### src/rtl/float_mul_arb_pkg.sv
// Shared types and FP format constants for the float multiplier arbiter.
// The enum encoding and the grant-width helper are common to the top and the arbiter.
package float_mul_arb_pkg;

    localparam int float_exp_width  = 8;
    localparam int float_mant_width = 23;
    localparam int float_width      = 1 + float_exp_width + float_mant_width;

    typedef enum logic [1:0] {
        IDLE = 2'd0,
        WAIT = 2'd1,
        DONE = 2'd2
    } e_arb_state;

    // A single client still needs a 1-bit index so the vectors stay legal.
    function automatic int grant_idx_width(input int n);
        return (n <= 1) ? 1 : $clog2(n);
    endfunction

endpackage

### src/rtl/rr_arbiter.sv
// Combinational round-robin pick: first set request scanning upward from last_grant+1, wrapping.
// Zero latency; no backpressure, the caller decides when to consume the grant.
module rr_arbiter
    import float_mul_arb_pkg::*;
#(
    parameter int NUM_CLIENTS = 4,
    parameter int GW          = grant_idx_width(NUM_CLIENTS)
) (
    input  logic [NUM_CLIENTS-1:0] req_i,
    input  logic [GW-1:0]          last_grant_i,
    output logic [GW-1:0]          grant_o,
    output logic                   any_req_o
);

    logic          found;
    logic [GW-1:0] cand;

    always_comb begin
        grant_o = '0;
        found   = 1'b0;
        cand    = '0;
        // Offset 1..N puts last_grant itself at the lowest priority.
        for (int i = 1; i <= NUM_CLIENTS; i++) begin
            cand = GW'((int'(last_grant_i) + i) % NUM_CLIENTS);
            if (!found && req_i[cand]) begin
                grant_o = cand;
                found   = 1'b1;
            end
        end
        any_req_o = |req_i;
    end

endmodule

### src/rtl/float_mul_arbiter.sv
// Shares one float multiplier among NUM_CLIENTS clients, one transaction at a time; ack = mul latency + 2.
// Clients hold req until their one-cycle ack; optional WAIT timeout via FLOAT_MUL_ARB_TIMEOUT_EN.
module float_mul_arbiter
    import float_mul_arb_pkg::*;
#(
    parameter int NUM_CLIENTS    = 4,
    parameter int TIMEOUT_CYCLES = 64
) (
    input  logic                               clk,
    input  logic                               rst,
    input  logic [NUM_CLIENTS-1:0]             cli_req,
    input  logic [NUM_CLIENTS*float_width-1:0] cli_a,
    input  logic [NUM_CLIENTS*float_width-1:0] cli_b,
    output logic [NUM_CLIENTS-1:0]             cli_ack,
    output logic [float_width-1:0]             cli_out,
    output logic                               cli_err,
    output logic                               mul_req,
    output logic [float_width-1:0]             mul_a,
    output logic [float_width-1:0]             mul_b,
    input  logic                               mul_ack,
    input  logic [float_width-1:0]             mul_out
);

    localparam int GW = grant_idx_width(NUM_CLIENTS);

    e_arb_state             state_q, state_d;
    logic [GW-1:0]          grant_q, grant_d;
    logic [GW-1:0]          last_grant_q, last_grant_d;
    logic                   mul_req_q, mul_req_d;
    logic [float_width-1:0] mul_a_q, mul_a_d;
    logic [float_width-1:0] mul_b_q, mul_b_d;
    logic [NUM_CLIENTS-1:0] cli_ack_q, cli_ack_d;
    logic [float_width-1:0] cli_out_q, cli_out_d;
    logic                   cli_err_q, cli_err_d;

    logic [GW-1:0] arb_grant;
    logic          arb_any;

    rr_arbiter #(
        .NUM_CLIENTS (NUM_CLIENTS),
        .GW          (GW)
    ) u_rr (
        .req_i        (cli_req),
        .last_grant_i (last_grant_q),
        .grant_o      (arb_grant),
        .any_req_o    (arb_any)
    );

`ifdef FLOAT_MUL_ARB_TIMEOUT_EN
    localparam int TW = $clog2(TIMEOUT_CYCLES + 1);
    logic [TW-1:0] tmo_cnt_q, tmo_cnt_d;
    logic          tmo_hit;

    assign tmo_hit = (tmo_cnt_q == TW'(TIMEOUT_CYCLES - 1));

    always_ff @(posedge clk or posedge rst) begin
        if (rst) tmo_cnt_q <= '0;
        else     tmo_cnt_q <= tmo_cnt_d;
    end
`endif

    always_ff @(posedge clk or posedge rst) begin
        if (rst) begin
            state_q      <= IDLE;
            grant_q      <= '0;
            last_grant_q <= GW'(NUM_CLIENTS - 1);
            mul_req_q    <= 1'b0;
            mul_a_q      <= '0;
            mul_b_q      <= '0;
            cli_ack_q    <= '0;
            cli_out_q    <= '0;
            cli_err_q    <= 1'b0;
        end else begin
            state_q      <= state_d;
            grant_q      <= grant_d;
            last_grant_q <= last_grant_d;
            mul_req_q    <= mul_req_d;
            mul_a_q      <= mul_a_d;
            mul_b_q      <= mul_b_d;
            cli_ack_q    <= cli_ack_d;
            cli_out_q    <= cli_out_d;
            cli_err_q    <= cli_err_d;
        end
    end

    always_comb begin
        state_d      = state_q;
        grant_d      = grant_q;
        last_grant_d = last_grant_q;
        mul_req_d    = 1'b0;
        mul_a_d      = mul_a_q;
        mul_b_d      = mul_b_q;
        cli_ack_d    = cli_ack_q;
        cli_out_d    = cli_out_q;
        cli_err_d    = cli_err_q;
`ifdef FLOAT_MUL_ARB_TIMEOUT_EN
        tmo_cnt_d    = tmo_cnt_q;
`endif
        unique case (state_q)
            IDLE: begin
                if (arb_any) begin
                    mul_req_d = 1'b1;
                    mul_a_d   = cli_a[int'(arb_grant)*float_width +: float_width];
                    mul_b_d   = cli_b[int'(arb_grant)*float_width +: float_width];
                    grant_d   = arb_grant;
                    state_d   = WAIT;
`ifdef FLOAT_MUL_ARB_TIMEOUT_EN
                    tmo_cnt_d = '0;
`endif
                end
            end
            WAIT: begin
`ifdef FLOAT_MUL_ARB_TIMEOUT_EN
                tmo_cnt_d = tmo_cnt_q + 1'b1;
`endif
                if (mul_ack) begin
                    cli_out_d          = mul_out;
                    cli_ack_d          = '0;
                    cli_ack_d[grant_q] = 1'b1;
                    cli_err_d          = 1'b0;
                    last_grant_d       = grant_q;
                    state_d            = DONE;
                end
`ifdef FLOAT_MUL_ARB_TIMEOUT_EN
                else if (tmo_hit) begin
                    cli_out_d          = '0;
                    cli_ack_d          = '0;
                    cli_ack_d[grant_q] = 1'b1;
                    cli_err_d          = 1'b1;
                    last_grant_d       = grant_q;
                    state_d            = DONE;
                end
`endif
            end
            DONE: begin
                // Spending this cycle lets the served client's dropped req settle before re-arbitration.
                cli_ack_d = '0;
                cli_out_d = '0;
                cli_err_d = 1'b0;
                state_d   = IDLE;
            end
            default: state_d = IDLE;
        endcase
    end

    assign cli_ack = cli_ack_q;
    assign cli_out = cli_out_q;
    assign cli_err = cli_err_q;
    assign mul_req = mul_req_q;
    assign mul_a   = mul_a_q;
    assign mul_b   = mul_b_q;

endmodule

### config.mk
export PLATFORM = sky130hd
export DESIGN_NAME = float_mul_arbiter
export DESIGN_NICKNAME = d
export VERILOG_FILES = /design/src/rtl/float_mul_arb_pkg.sv /design/src/rtl/rr_arbiter.sv /design/src/rtl/float_mul_arbiter.sv
export SDC_FILE = /design/constraint.sdc
export NUM_CORES = 1
export LEC_CHECK = 0
export CORE_AREA = 2 2 154 156
export DETAILED_ROUTE_END_ITERATION = 10
export DIE_AREA = 0 0 156 158
export GPL_TIMING_DRIVEN = 0
export PLACE_DENSITY = 0.61
export RECOVER_POWER = 25
export SLEW_MARGIN = 5
export SYNTH_ARGS = -nofsm -noshare
export SYNTH_HDL_FRONTEND = slang
export SYNTH_SLANG_ARGS = --single-unit
### constraint.sdc
create_clock -name clk -period 9.4 [get_ports clk]
set_input_delay 1.88 -clock clk [delete_from_list [all_inputs] [get_ports clk]]
set_output_delay 1.88 -clock clk [all_outputs]
set_load 0.01 [all_outputs]
======== Word level (Yosys, flattened, before mapping) ========
Cells that the tools add are included.
storage, ports and cells
  register bits ........................... 108
  latch bits .............................. 0
  RAM bits ................................ 0
  memory bits (read-only) ................. 0
  input port bits ......................... 295
  output and inout port bits .............. 102
  word-level logic and storage cells ...... 67
  memories ................................ 0
cells by class
  $add $sub $neg .......................... 4
  multiply operators ...................... 0
  divide/modulo/power cells ............... 0
  order comparisons ....................... 6
  equality and inequality tests ........... 4
  shift operators ......................... 2
  mux-type cells .......................... 28
  bitwise operators ....................... 0
  reductions and logical operators ........ 14
operators by type and width
  cell                 count
  $shiftx 128x8->32    2
  $pmux 32 s2          1
  $mux 32              1
  $lt 2x3->1 const B   5
  $mux 2               6
  $mux 1               11
  $bmux 1 s2           4
  $pmux 4 s2           1
  $reduce_and 2->1     4
  $add 2x1->2 const B  2
  $add 2x2->2 const B  2
  $logic_and 1x1->1    4
  $mux 4               1
  $ne 2x2->1 const B   2
  $pmux 2 s2           1
  $reduce_or 4->1      1
  $logic_not 1->1      3
  $demux 1 s2          1
  $eq 2x1->1 const B   1
  $eq 2x2->1 const B   1
  $ge 2x1->1 const B   1
  $logic_not 2->1      1
  $pmux 1 s2           1
  $reduce_bool 2->1    1

======== Longest topological paths before layout ========
  depth in word-level cells ............... 14
  gate-level depth with buffers ........... 8
  depth with buffers taken out ............ 6

======== Cells and area by module ========
Synthesis repeated with hierarchy kept, for this count alone.
unflattened totals
  cells, all modules ...................... 410
  area total of the unflattened synthesis .. 6,008.3 um^2
modules (own cells, without submodules)
  module             instances  cells an instance  area an instance (um^2)  seq. area each (um^2)
  float_mul_arbiter  1          396                5,926.9                  2,680.1
  rr_arbiter         1          14                 81.3                     0.0

======== Least setup slack after synthesis ========
Ideal clock, no wire load.
  path kind ............................... in2reg
  start point ............................. in cli_req[2]
  end point ............................... reg mul_a_q[0], in the netlist mul_a[0]
  library setup time ...................... 0.142 ns
  arrival ................................. 3.016 ns
  required time ........................... 9.258 ns
  slack ................................... 6.241 ns
  stages on the path ...................... 8
  path buffers ............................ 2
  cells stage by stage .................... nor2_1 nand2_1 nand3_1 inv_1 nand2b_1 clkbuf_1 clkbuf_1 o221ai_1
on the way
  longest elaborated chain between the ends .. 13
  elaborated cells between the ends (all ways) .. 24
  classes of those cells .................. shift: 1; mux: 15; reduce/logical: 8
RTL lines
  what                          line                      RTL
  from (decl)                   float_mul_arbiter.sv:11   input logic [NUM_CLIENTS-1:0] cli_req,
  $bmux 1 s2                    rr_arbiter.sv:25          if (!found && req_i[cand]) begin
  $mux 1 (implied by the code)  rr_arbiter.sv:25
  $mux 1                        rr_arbiter.sv:25
  $logic_not 1->1               rr_arbiter.sv:25
  $logic_and 1x1->1             rr_arbiter.sv:25
  $mux 1                        rr_arbiter.sv:25
  $logic_not 1->1               rr_arbiter.sv:25
  $logic_and 1x1->1             rr_arbiter.sv:25
  $mux 1                        rr_arbiter.sv:25
  $logic_not 1->1               rr_arbiter.sv:25
  $logic_and 1x1->1             rr_arbiter.sv:25
  $mux 2                        rr_arbiter.sv:25
  $shiftx 128x8->32             float_mul_arbiter.sv:103  mul_a_d = cli_a[int'(arb_grant)*float_width +: float_width];
  to (signal assigned)          float_mul_arbiter.sv:78   mul_a_q <= mul_a_d;
  to (decl)                     float_mul_arbiter.sv:30   logic [float_width-1:0] mul_a_q, mul_a_d;
Parallel ways exist; a longest one is shown, timed or not. The select of a mux whose other input is x is not followed.
A chain may end at the register's enable or synchronous reset.

======== Final worst setup path ========
  start point ............................. in cli_req[3]
  end point ............................... reg mul_b_q[23], in the netlist mul_b[23]
on the way
  longest elaborated chain between the ends .. 13
  elaborated cells between the ends (all ways) .. 24
  classes of those cells .................. shift: 1; mux: 15; reduce/logical: 8
RTL lines
  what                          line                      RTL
  $bmux 1 s2                    rr_arbiter.sv:25
  $mux 1 (implied by the code)  rr_arbiter.sv:25
  $mux 1                        rr_arbiter.sv:25
  $logic_not 1->1               rr_arbiter.sv:25
  $logic_and 1x1->1             rr_arbiter.sv:25
  $mux 1                        rr_arbiter.sv:25
  $logic_not 1->1               rr_arbiter.sv:25
  $logic_and 1x1->1             rr_arbiter.sv:25
  $mux 1                        rr_arbiter.sv:25
  $logic_not 1->1               rr_arbiter.sv:25
  $logic_and 1x1->1             rr_arbiter.sv:25
  $mux 2                        rr_arbiter.sv:25
  $shiftx 128x8->32             float_mul_arbiter.sv:104  mul_b_d = cli_b[int'(arb_grant)*float_width +: float_width];
  to (signal assigned)          float_mul_arbiter.sv:79   mul_b_q <= mul_b_d;
  to (decl)                     float_mul_arbiter.sv:31   logic [float_width-1:0] mul_b_q, mul_b_d;
Parallel ways exist; a longest one is shown, timed or not. The select of a mux whose other input is x is not followed.

==> results_dict.tcl <==
set metrics [dict create \
    root_buffer "clkbuf_16" \
    outcome "complete, but fails checks" \
    syn_nets 780 \
    drt-initial-drc-count 199 \
    grt_pass1_wl_um 34100 \
    hold_depth 2 \
    final-instance-count-excl-fill 1188 \
    avgSynthCellArea_um2 11.7 \
    path_cells "clkdlybuf4s50_1 -> nor2_1 -> nand2_1 -> nand3_1 -> inv_1 -> nand2b_1 -> clkbuf_1 -> clkbuf_1 -> o221ai_1" \
    core_um2 23100 \
    grtUsageTotal_pct 18.2 \
    cts_setup_buffers 0 \
    critPathBufInv 4 \
    postCtsHoldBufs 0 \
    syn_area_um2 5680 \
    grt_pass1_vias 5798 \
    max_stage_delay_ps 580 \
    port-buffer-count 395 \
    end_kind "flip-flop" \
    crit_arrival_ps 4320 \
    critPathMaxFanout 10 \
    max_freq_ghz 0.243 \
    grt_max_degree 63 \
    critical_path_depth 9 \
    setup_tns_ps 0 \
    violations "capacitance limit, slew limit" \
    dp_cells 1171 \
    htreeDepth 3 \
    utilization_pct 44.8 \
    cpMostUsedCell "clkbuf_1" \
    slew_headroom_pct -59.6 \
    cts.clk_slew.worst_paths_ps 80 \
    final_common_cell "clkdlybuf4s50_1" \
    yosysUniqueCellTypes 31 \
    p_per_area_nw_per_um2 272 \
    start_util_pct 24.6 \
    rsz0062_at_grt "false" \
    die-area_um2 24600 \
    cts.sinks 107 \
    mostFrequentLayoutCells "clkdlybuf4s50_1, mux2i_1, dfrtp_1" \
    layout-drive-gt1-share_pct 4.35 \
    vias_per_cell 4.72 \
    hpwlAfterDp_um 18400 \
    wl_um 23400 \
    die_w_um 156 \
    slowest_stage "clkbuf_1" \
    clock_skew_ps 11.6 \
    path_class "in -> reg" \
    ant_nets 0 \
    yosysSeqAreaShare_pct 47.2 \
    reg2reg_depth 7 \
    ff_latch_area_um2 2680 \
    die_height_um 158 \
    nets 1187 \
    hold_path.class "reg -> reg" \
    min_period_over_period_pct 43.7 \
    tightest_slew_ps 2380 \
    setup_viol 0 \
    area_growth_pct 82.0 \
    ios 397 \
    grt_antenna_before_repair 1 \
    startpoint_type "input pin" \
    period_minus_slack_ps 4110 \
    clk_latency_ps 360 \
    grt_overflow_total 0 \
    rows 56 \
    first_pass_iters 5 \
    syn_inst 485 \
    ys_seq_elements 107 \
    cp_top_family "buffers and inverters" \
    drc 0 \
    cts_resized 0 \
    drv_slew 46 \
    synth_warnings 0 \
    cts_tree "yes" \
    fillerInstances 2240 \
    maxCapViolCount 1 \
    clockBufferDepth 2 \
    hold_violations 0 \
    vias 5610 \
    cp.required_ps 9610 \
    routedWlPerCell_um 19.7 \
    leakagePower_nw 4.37 \
    multiInputGateArea_um2 2580 \
    ir_drop_mv 0.110 \
    cts_made_buffers 9 \
    globalplace.congestion 0.781 \
]
==> where the power goes <==
| part | switching [mW] | leakage, nW | internal (mW) | total [mW] |
|---|---|---|---|---|
| sequential | 0.125 | 1.33 | 0.682 | 0.807 |
| combinational | 0.747 | 2.89 | 0.867 | 1.61 |
| clock | 0.202 | 0.149 | 0.191 | 0.392 |
==> tightest hold or removal path, delay by kind of cell, from the launching register on <==
| family | cells | cell delay (ps) |
|---|---|---|
| DFF | 1 | 350 |
| AOI/OAI and AO/OA | 1 | 60 |
| and+or+nand+nor | 1 | 50 |
==> area by class of cell <==
cell class                      count  share of cell area (%)
Antenna cell                        1                  0.0242
Buffer                             44                    3.82
Clock buffer                        9                    2.18
Clock inverter                      7                   0.811
Inverter                            6                   0.230
Multi-Input combinational cell    328                    25.0
Sequential cell                   107                    25.9
Tap cell                          290                    3.51
Timing Repair Buffer              396                    38.5
==> worst paths after layout <==
path	startpoint	to	slack [ps]
max in group asynchronous	rst	mul_b[5]	5680
hold / removal	mul_a[0]	mul_a[0]	490
setup reg to reg	state_q[1]	mul_b[23]	6960
setup / recovery	cli_req[3]	mul_b[23]	5290
min in group asynchronous	rst	mul_a[1]	2620
hold reg to reg	mul_a[0]	mul_a[0]	490
==> flip-flops by register name, indices dropped and copies added (netlist names) <==
signal and cells:
mul_a 32, mul_b 32, last_grant_q 2, mul_req 1, cli_out 32, grant_q 2
cli_ack 4, state_q 2
==> routing by layer <==
metal / wire (µm) / track usage (%) / share of wire [%] / up-vias
met4: 291 / 4.37 / 1.2 / 0
met5: 0 / 0 / 0 / -
li1: - / - / - / 2658
met1: 9470 / 21.3 / 40 / 2683
met3: 1960 / 5.58 / 8.4 / 23
met2: 11700 / 32.7 / 50 / 246
==> cell families (layout without fill, tap and decap cells) <==
family,Yosys count,after routing,synth area share [%]
AOI/OAI and AO/OA,114,114,16.8
buffers and inverters,50,462,7.36
DFF,107,107,47.2
muxes,130,130,22.9
other,1,2,0.0660
and+or+nand+nor,83,83,5.68
==> stage by stage <==
step	hold slack (ps)	power (mW)	area, µm²	setup slack (ps)
finish	488	2.81	10300	5290
global route	515	3.00	10300	5050
CTS	493	2.86	10300	5240
detailed placement	474	2.45	10000	4850
global placement	468	2.44	10000	2730
floorplan	490	1.66	5680	4710
==> Yosys cell counts <==
library cell / n / share of area (%)
a21oi_1: 5 / 0.44
mux2_2: 1 / 0.20
a32o_1: 1 / 0.18
buf_2: 1 / 0.088
dfrtp_1: 105 / 46
buf_12: 12 / 4.2
buf_4: 1 / 0.13
a22oi_1: 2 / 0.26
clkbuf_1: 25 / 1.7
inv_2: 1 / 0.066
dfstp_2: 2 / 0.92
o221ai_1: 64 / 9.9
nand3_1: 1 / 0.088
o31ai_1: 1 / 0.13
a22o_1: 32 / 4.9
inv_1: 5 / 0.33
o21ai_0: 5 / 0.44
nor2b_1: 1 / 0.11
o221a_1: 1 / 0.20
nor2_1: 3 / 0.20
a2bb2oi_1: 1 / 0.15
buf_6: 2 / 0.40
mux2i_1: 129 / 23
buf_1: 2 / 0.13
bufbuf_8: 1 / 0.33
o21ai_1: 1 / 0.088
and3_1: 1 / 0.11
nand2b_1: 2 / 0.22
a31oi_1: 1 / 0.11
nand2_1: 75 / 5.0
conb_1: 1 / 0.066
No activity file was read; power rests on OpenSTA's default activity.
